[src/rtl/ss_adc_conv_ctrl.sv]
// Conversion sequencer for a single-slope row ADC: settle, ADC reset, ramp, capture, readout.
// Optional macro SS_ADC_CONT_EN adds a 'cont' input for back-to-back rows without returning to IDLE.
module ss_adc_conv_ctrl #(
  parameter int NUM_PIXELS    = 20,
  parameter int CNT_W         = 8,
  parameter int SETTLE_CYCLES = 4,
  parameter int IDX_W         = $clog2(NUM_PIXELS)
) (
  input  logic                        clk,
  input  logic                        reset,
  input  logic                        start,
`ifdef SS_ADC_CONT_EN
  input  logic                        cont,
`endif
  output logic                        busy,
  output logic                        adc_rst,
  output logic                        ramp_en,
  output logic [CNT_W-1:0]            ramp_code,
  input  logic [NUM_PIXELS*CNT_W-1:0] stored_values,
  output logic                        rd_valid,
  input  logic                        rd_ready,
  output logic [CNT_W-1:0]            rd_data,
  output logic [IDX_W-1:0]            rd_idx,
  output logic                        done
);

  localparam int SET_W = (SETTLE_CYCLES > 1) ? $clog2(SETTLE_CYCLES) : 1;

  typedef enum logic [2:0] {
    S_IDLE,
    S_SETTLE,
    S_ADC_RST,
    S_RAMP,
    S_CAPTURE,
    S_READOUT,
    S_DONE
  } state_t;

  state_t                        state_q, state_d;
  logic [SET_W-1:0]              settle_q, settle_d;
  logic [CNT_W-1:0]              ramp_q, ramp_d;
  logic [IDX_W-1:0]              idx_q, idx_d;
  logic [NUM_PIXELS*CNT_W-1:0]   shadow_q, shadow_d;
  logic                          cont_en;

`ifdef SS_ADC_CONT_EN
  assign cont_en = cont;
`else
  assign cont_en = 1'b0;
`endif

  always_ff @(posedge clk) begin
    if (reset) begin
      state_q  <= S_IDLE;
      settle_q <= '0;
      ramp_q   <= '0;
      idx_q    <= '0;
      shadow_q <= '0;
    end else begin
      state_q  <= state_d;
      settle_q <= settle_d;
      ramp_q   <= ramp_d;
      idx_q    <= idx_d;
      shadow_q <= shadow_d;
    end
  end

  always_comb begin
    state_d  = state_q;
    settle_d = settle_q;
    ramp_d   = ramp_q;
    idx_d    = idx_q;
    shadow_d = shadow_q;
    case (state_q)
      S_IDLE: begin
        if (start) begin
          state_d  = S_SETTLE;
          settle_d = '0;
        end
      end
      S_SETTLE: begin
        if (settle_q == SET_W'(SETTLE_CYCLES - 1)) state_d = S_ADC_RST;
        else settle_d = settle_q + 1'b1;
      end
      S_ADC_RST: begin
        ramp_d  = '0;
        state_d = S_RAMP;
      end
      S_RAMP: begin
        // The ramp counter free-runs in lockstep with the ADC counter released by adc_rst.
        ramp_d = ramp_q + 1'b1;
        if (ramp_q == '1) state_d = S_CAPTURE;
      end
      S_CAPTURE: begin
        shadow_d = stored_values;
        idx_d    = '0;
        state_d  = S_READOUT;
      end
      S_READOUT: begin
        if (rd_ready) begin
          if (idx_q == IDX_W'(NUM_PIXELS - 1)) state_d = S_DONE;
          else idx_d = idx_q + 1'b1;
        end
      end
      S_DONE: begin
        settle_d = '0;
        state_d  = cont_en ? S_SETTLE : S_IDLE;
      end
      default: state_d = S_IDLE;
    endcase
  end

  assign busy      = (state_q != S_IDLE);
  assign adc_rst   = reset | (state_q == S_ADC_RST);
  assign ramp_en   = (state_q == S_RAMP);
  assign ramp_code = ramp_en ? ramp_q : '0;
  assign rd_valid  = (state_q == S_READOUT);
  assign rd_data   = rd_valid ? shadow_q[idx_q*CNT_W +: CNT_W] : '0;
  assign rd_idx    = rd_valid ? idx_q : '0;
  assign done      = (state_q == S_DONE);

endmodule

[config.mk]
export PLATFORM = sky130hd
export DESIGN_NAME = ss_adc_conv_ctrl
export DESIGN_NICKNAME = d
export VERILOG_FILES = /design/src/rtl/ss_adc_conv_ctrl.sv
export SDC_FILE = /design/constraint.sdc
export NUM_CORES = 1
export LEC_CHECK = 0
export CAP_MARGIN = 40
export CORE_ASPECT_RATIO = 1.4
export CORE_UTILIZATION = 25
export CTS_BUF_LIST = sky130_fd_sc_hd__clkbuf_4
export DETAILED_ROUTE_END_ITERATION = 10
export SLEW_MARGIN = 20
export SYNTH_ARGS = -nofsm -noshare
export SYNTH_HDL_FRONTEND = slang
export SYNTH_SLANG_ARGS = --single-unit
[constraint.sdc]
create_clock -name clk -period 1.59 [get_ports clk]
set_input_delay 0.159 -clock clk [delete_from_list [all_inputs] [get_ports clk]]
set_output_delay 0.159 -clock clk [all_outputs]
set_load 0.005 [all_outputs]
* Word level (Yosys, flattened, before mapping)
Cells that the tools add are included.
Widths: inputs -> output; s select.
** Operators by class
- Magnitude comparators :: 0
- Shift-type cells :: 1
- Divide/modulo/power cells :: 0
- Multiply operators :: 0
- Muxes and demuxes :: 16
- $add $sub $neg :: 3
- Bitwise logic cells :: 1
- Equality and inequality tests :: 16
- Reductions and logical operators :: 8
** Operators by type and width (count)
- $shiftx 160x9->8 :: 1
- $pmux 3 s6 :: 1
- $mux 8 :: 2
- $pmux 8 s2 :: 1
- $mux 3 :: 5
- $mux 5 :: 3
- $pmux 5 s2 :: 1
- $eq 3x3->1 const B :: 3
- $add 8x1->8 const B :: 1
- $eq 8x8->1 const B :: 1
- $ne 2x2->1 const B :: 4
- $eq 3x2->1 const B :: 2
- $ne 2x1->1 const B :: 3
- $pmux 2 s3 :: 1
- $reduce_and 3->1 :: 2
- $reduce_bool 3->1 :: 2
- $add 5x1->5 const B :: 1
- $eq 5x5->1 const B :: 1
- $reduce_and 5->1 :: 1
- $mux 2 :: 2
- $reduce_bool 2->1 :: 2
- $eq 3x1->1 const B :: 1
- $logic_not 3->1 :: 1
- $add 2x1->2 const B :: 1
- other kinds (2) :: 2
** Word-level totals
- ROM bits :: 0
- Logic and storage cells :: 50
- Bits of input ports :: 164
- Output and inout port bits :: 26
- Register bits :: 178
- Latch bits :: 0
- Memories kept :: 0
- RAM bits :: 0

* Longest topological paths before layout
- Word-level depth :: 4
- Gate-level depth with buffers :: 7
- Depth with buffers taken out :: 5

* Worst setup path after synthesis
OpenSTA, ideal clock, no wires.
- Kind :: reg2out
- Start point :: register idx_q[1]
- End point :: output port rd_data[4]
- Arrival time :: 1405 ps
- Data required time :: 1431 ps
- Cell stages (with the launch flop) :: 6
- Setup slack :: 26 ps
- Cell sequence :: dfxtp_1 > buf_4 > buf_6 > mux4_2 > mux2i_1 > o221ai_1
** Between the ends
- Longest elaborated chain between the ends :: 2
** Ends and longest elaborated chain
- from (decl) :: line 42 : logic [IDX_W-1:0] idx_q, idx_d;
- from (signal assigned) :: line 63 : idx_q <= idx_d;
- $shiftx 160x9->8 :: line 118 : assign rd_data = rd_valid ? shadow_q[idx_q*CNT_W +: CNT_W] : '0;
- $mux 8 :: line 118
- to (decl) :: line 22 : output logic [CNT_W-1:0] rd_data,
Every way passes these cells.

* Final worst setup path
- Start point :: register idx_q[1]
- End point :: output port rd_data[6]
Same word-level chain as after synthesis.

==> out/metrics.csv <==
metric,value,unit
status,"finished, violations left",
failing checks,"DRC, setup timing",
Final Hold Viols,0,
WL/cell,18.7,µm
H-tree depth,4,
Switching Fraction,27.2,%
Max Slew Vio Count,0,
Synth warnings,0,
measured slew at the worst slew-check pin,1.17,ns
WS Path Type,flop to output pin,
arrival time worst endpoint,2.25,ns
design area,0.0139,mm²
setup TNS,-60.88,ns
P_sw,2.24,mW
top-count cell post-synth,nand2_1,
Syn Inst Count,970,
predominant post-synthesis flop cell,dfxtp_1,
unique cell type count in the Yosys netlist,51,
Crit Path Max Fanout,5,
"area leader, netlist",dfxtp_1,
first-pass GRT wire length,40.9,mm
hold path depth,3,
Critical Path End Type,output pin,
Tcrit/Tclk final,152,%
total global routing overflow,0,
final hold slack,0.0874,ns
XOR/XNOR Fraction of Synth Area,0.331,%
die area,0.0325,mm²
largest net degree at the start of global routing,153,
RSZ-0062 raised after global routing,yes,
Mapped Nets,1137,
initial antenna violation count,2,
Synth area leaders,"dfxtp_1 (45%), nand2_1 (16%), a21oi_1 (11%)",
final wirelength,30.5,mm
R2R cell count,12,
Synth Area in Adders,0.473,%
standard-cell rows,76,
ANT nets after route,0,
Clock transition at path regs,0.18,ns
Yosys top cell area share,44.9,%
vias in the first global route,7299,
worst min path class,primary input to flop,
total number of vias,8036,
GRT Util Overall,16.7,%
Max Buffers Root-to-Sink,2,
sequential power share,54.3,%
placed inst area,0.0106,mm²
RePlAce Congestion,0.901,
drc violations,12,
layout cells sized above 1,47.3,%
CTS tree,done,
"EDFF count, synth",0,
Finished Core Util,45.0,%
CP Launch Type,flop,
worst path required time,1.43,ns
Post-DP HPWL,19.9,mm
Via density,4.93,
Max Cap Viol,0,
Clock Sinks,178,
Initial Utilization,25.6,%
PwrDens,591,mW/mm²
Setup Skew,0.0196,ns
worst skew pair latency,0.61,ns
Die Y,213,µm
Filler cells,2883,
CTS Root Cell,clkbuf_4,
synthesized area per cell,8.18,µm²
mux contribution to synthesized area,12.5,%
Logic pwr share,11.0,%
Layout Nets,1393,
peak supply drop,0.364,mV
setup violators final,203,
CORE AREA,0.0310,mm²
final worst slack,-0.820,ns
"FFs w/ async S/R, synth",0,%
static leakage,5.31,nW
Die X,153,µm
# placed instances,1528,
fin crit period,2.41,ns
simple-gate area share of the yosys netlist,21.4,%
IO Pins,190,
number of buffers created by CTS,17,
post-synthesis compound-gate area fraction,15.0,%
Max Fclk,415,MHz
Syn Std Cell Area,0.00794,mm²
1st-pass router iterations,8,
Pint,6.01,mW
Synth top cells by count,"nand2_1 (337), dfxtp_1 (178), a21oi_1 (172), buf_2 (43), mux2i_1 (37)",
Layout Cells excl Fill,1631,
Iteration-0 DRC Markers,527,
number of synthesized register bits,178,
"Seq/Total Area, Yosys",44.9,%
Max-slew headroom,22.0,%
main combinational cell family by area after synthesis,simple AND/OR/NAND/NOR gates,
Area Overhead vs Synth,75.7,%
input/output buffers,189,
clock power share,34.7,%
state kept, by name, indices dropped and copies added, names as in the netlist:
| signal | flops |
|---|---|
| state_q | 3 |
| settle_q | 2 |
| idx_q | 5 |
| ramp_q | 8 |
| shadow_q | 160 |
repair_timing:
action                                  in CTS  in global routing
gates resized for setup                    220                487
hold buffers                                 1                  0
endpoints found under the setup margin      33                201
cloned                                       2                 22
pin swaps                                   24                245
hold endpoints to repair                    24                  0
setup buffers                               23                 25
per-layer routing:
metal  track usage [%]  vias up  wire (µm)
met2              30.0      241      15900
met1              19.0     3933      12000
met3              2.94       46       1400
li1                  -     3816          -
met4              8.36        0       1200
met5                 0        -          0
area by class of cell:
type / count / area, µm² / share of cell area (%)
Antenna cell: 2 / 5.00 / 0.0359
Inverter: 13 / 55.1 / 0.395
Clock buffer: 18 / 135 / 0.969
Timing Repair Buffer: 319 / 3680 / 26.4
Multi-Input combinational cell: 697 / 5820 / 41.7
Clock inverter: 14 / 185 / 1.33
Tap cell: 390 / 488 / 3.50
Sequential cell: 178 / 3580 / 25.7
worst max-delay path, cell delays in order (launching register included):
cell and delay [ns]:
dfxtp_4 0.43, buf_6 0.13, mux4_2 0.50, mux2i_2 0.20
o211ai_1 0.21, buf_2 0.18
logic make-up after synthesis:
| kind of cell | Yosys count |
|---|---|
| XOR/XNOR | 3 |
| adder cells (fa/ha/maj) | 3 |
| flip-flops | 178 |
| AO/OA/AOI/OAI | 216 |
| multiplexers | 66 |
| buffers and inverters | 95 |
| AND/OR/NAND/NOR | 409 |
worst paths after layout:
| path | start | end | slack [ns] |
|---|---|---|---|
| max | idx_q[1]$_SDFFE_PP0P_ | rd_data[6] | -0.82 |
| min | stored_values[79] | shadow_q[79]$_SDFFE_PP0N_ | 0.09 |
| max reg2reg | state_q[1]$_SDFFE_PP0P_ | shadow_q[66]$_SDFFE_PP0N_ | -0.37 |
| min reg2reg | shadow_q[16]$_SDFFE_PP0N_ | shadow_q[16]$_SDFFE_PP0N_ | 0.47 |
metrics by stage:
step	worst slack (ns)	power [mW]
final	-0.820	8.25
after CTS	-0.861	8.16
after global routing	-0.933	8.55
after global placement	-0.556	5.24
after floorplan	0.0262	4.73
after detailed placement	-0.639	5.24
power by group through the flow:
stage | clock [mW] | combinational [mW] | sequential (mW)
after global routing | 3.12 | 0.943 | 4.49
after detailed placement | 0 | 0.661 | 4.58
after CTS | 2.94 | 0.737 | 4.48
after global placement | 0 | 0.660 | 4.58
after floorplan | 0 | 0.156 | 4.57
final | 2.86 | 0.905 | 4.48
cells in the final DEF (no fill, tap or decap), types with 6 or more instances in the layout:
cell type	synthesis	final
nand2_1	337	186
clkdlybuf4s50_1	0	162
buf_2	43	10
mux2i_1	37	30
clkbuf_16	0	15
nand3_1	15	13
a21oi_2	0	152
buf_12	0	24
buf_6	1	52
nand2_2	0	29
mux4_2	26	26
dfxtp_1	178	172
nand2_4	0	122
mux2i_2	0	7
nor2_1	8	7
and3_4	0	12
a22oi_1	14	10
clkbuf_4	0	18
buf_8	0	11
a21oi_1	172	19
inv_1	13	6
buf_4	4	41
Power figures use the tool's default switching activity.
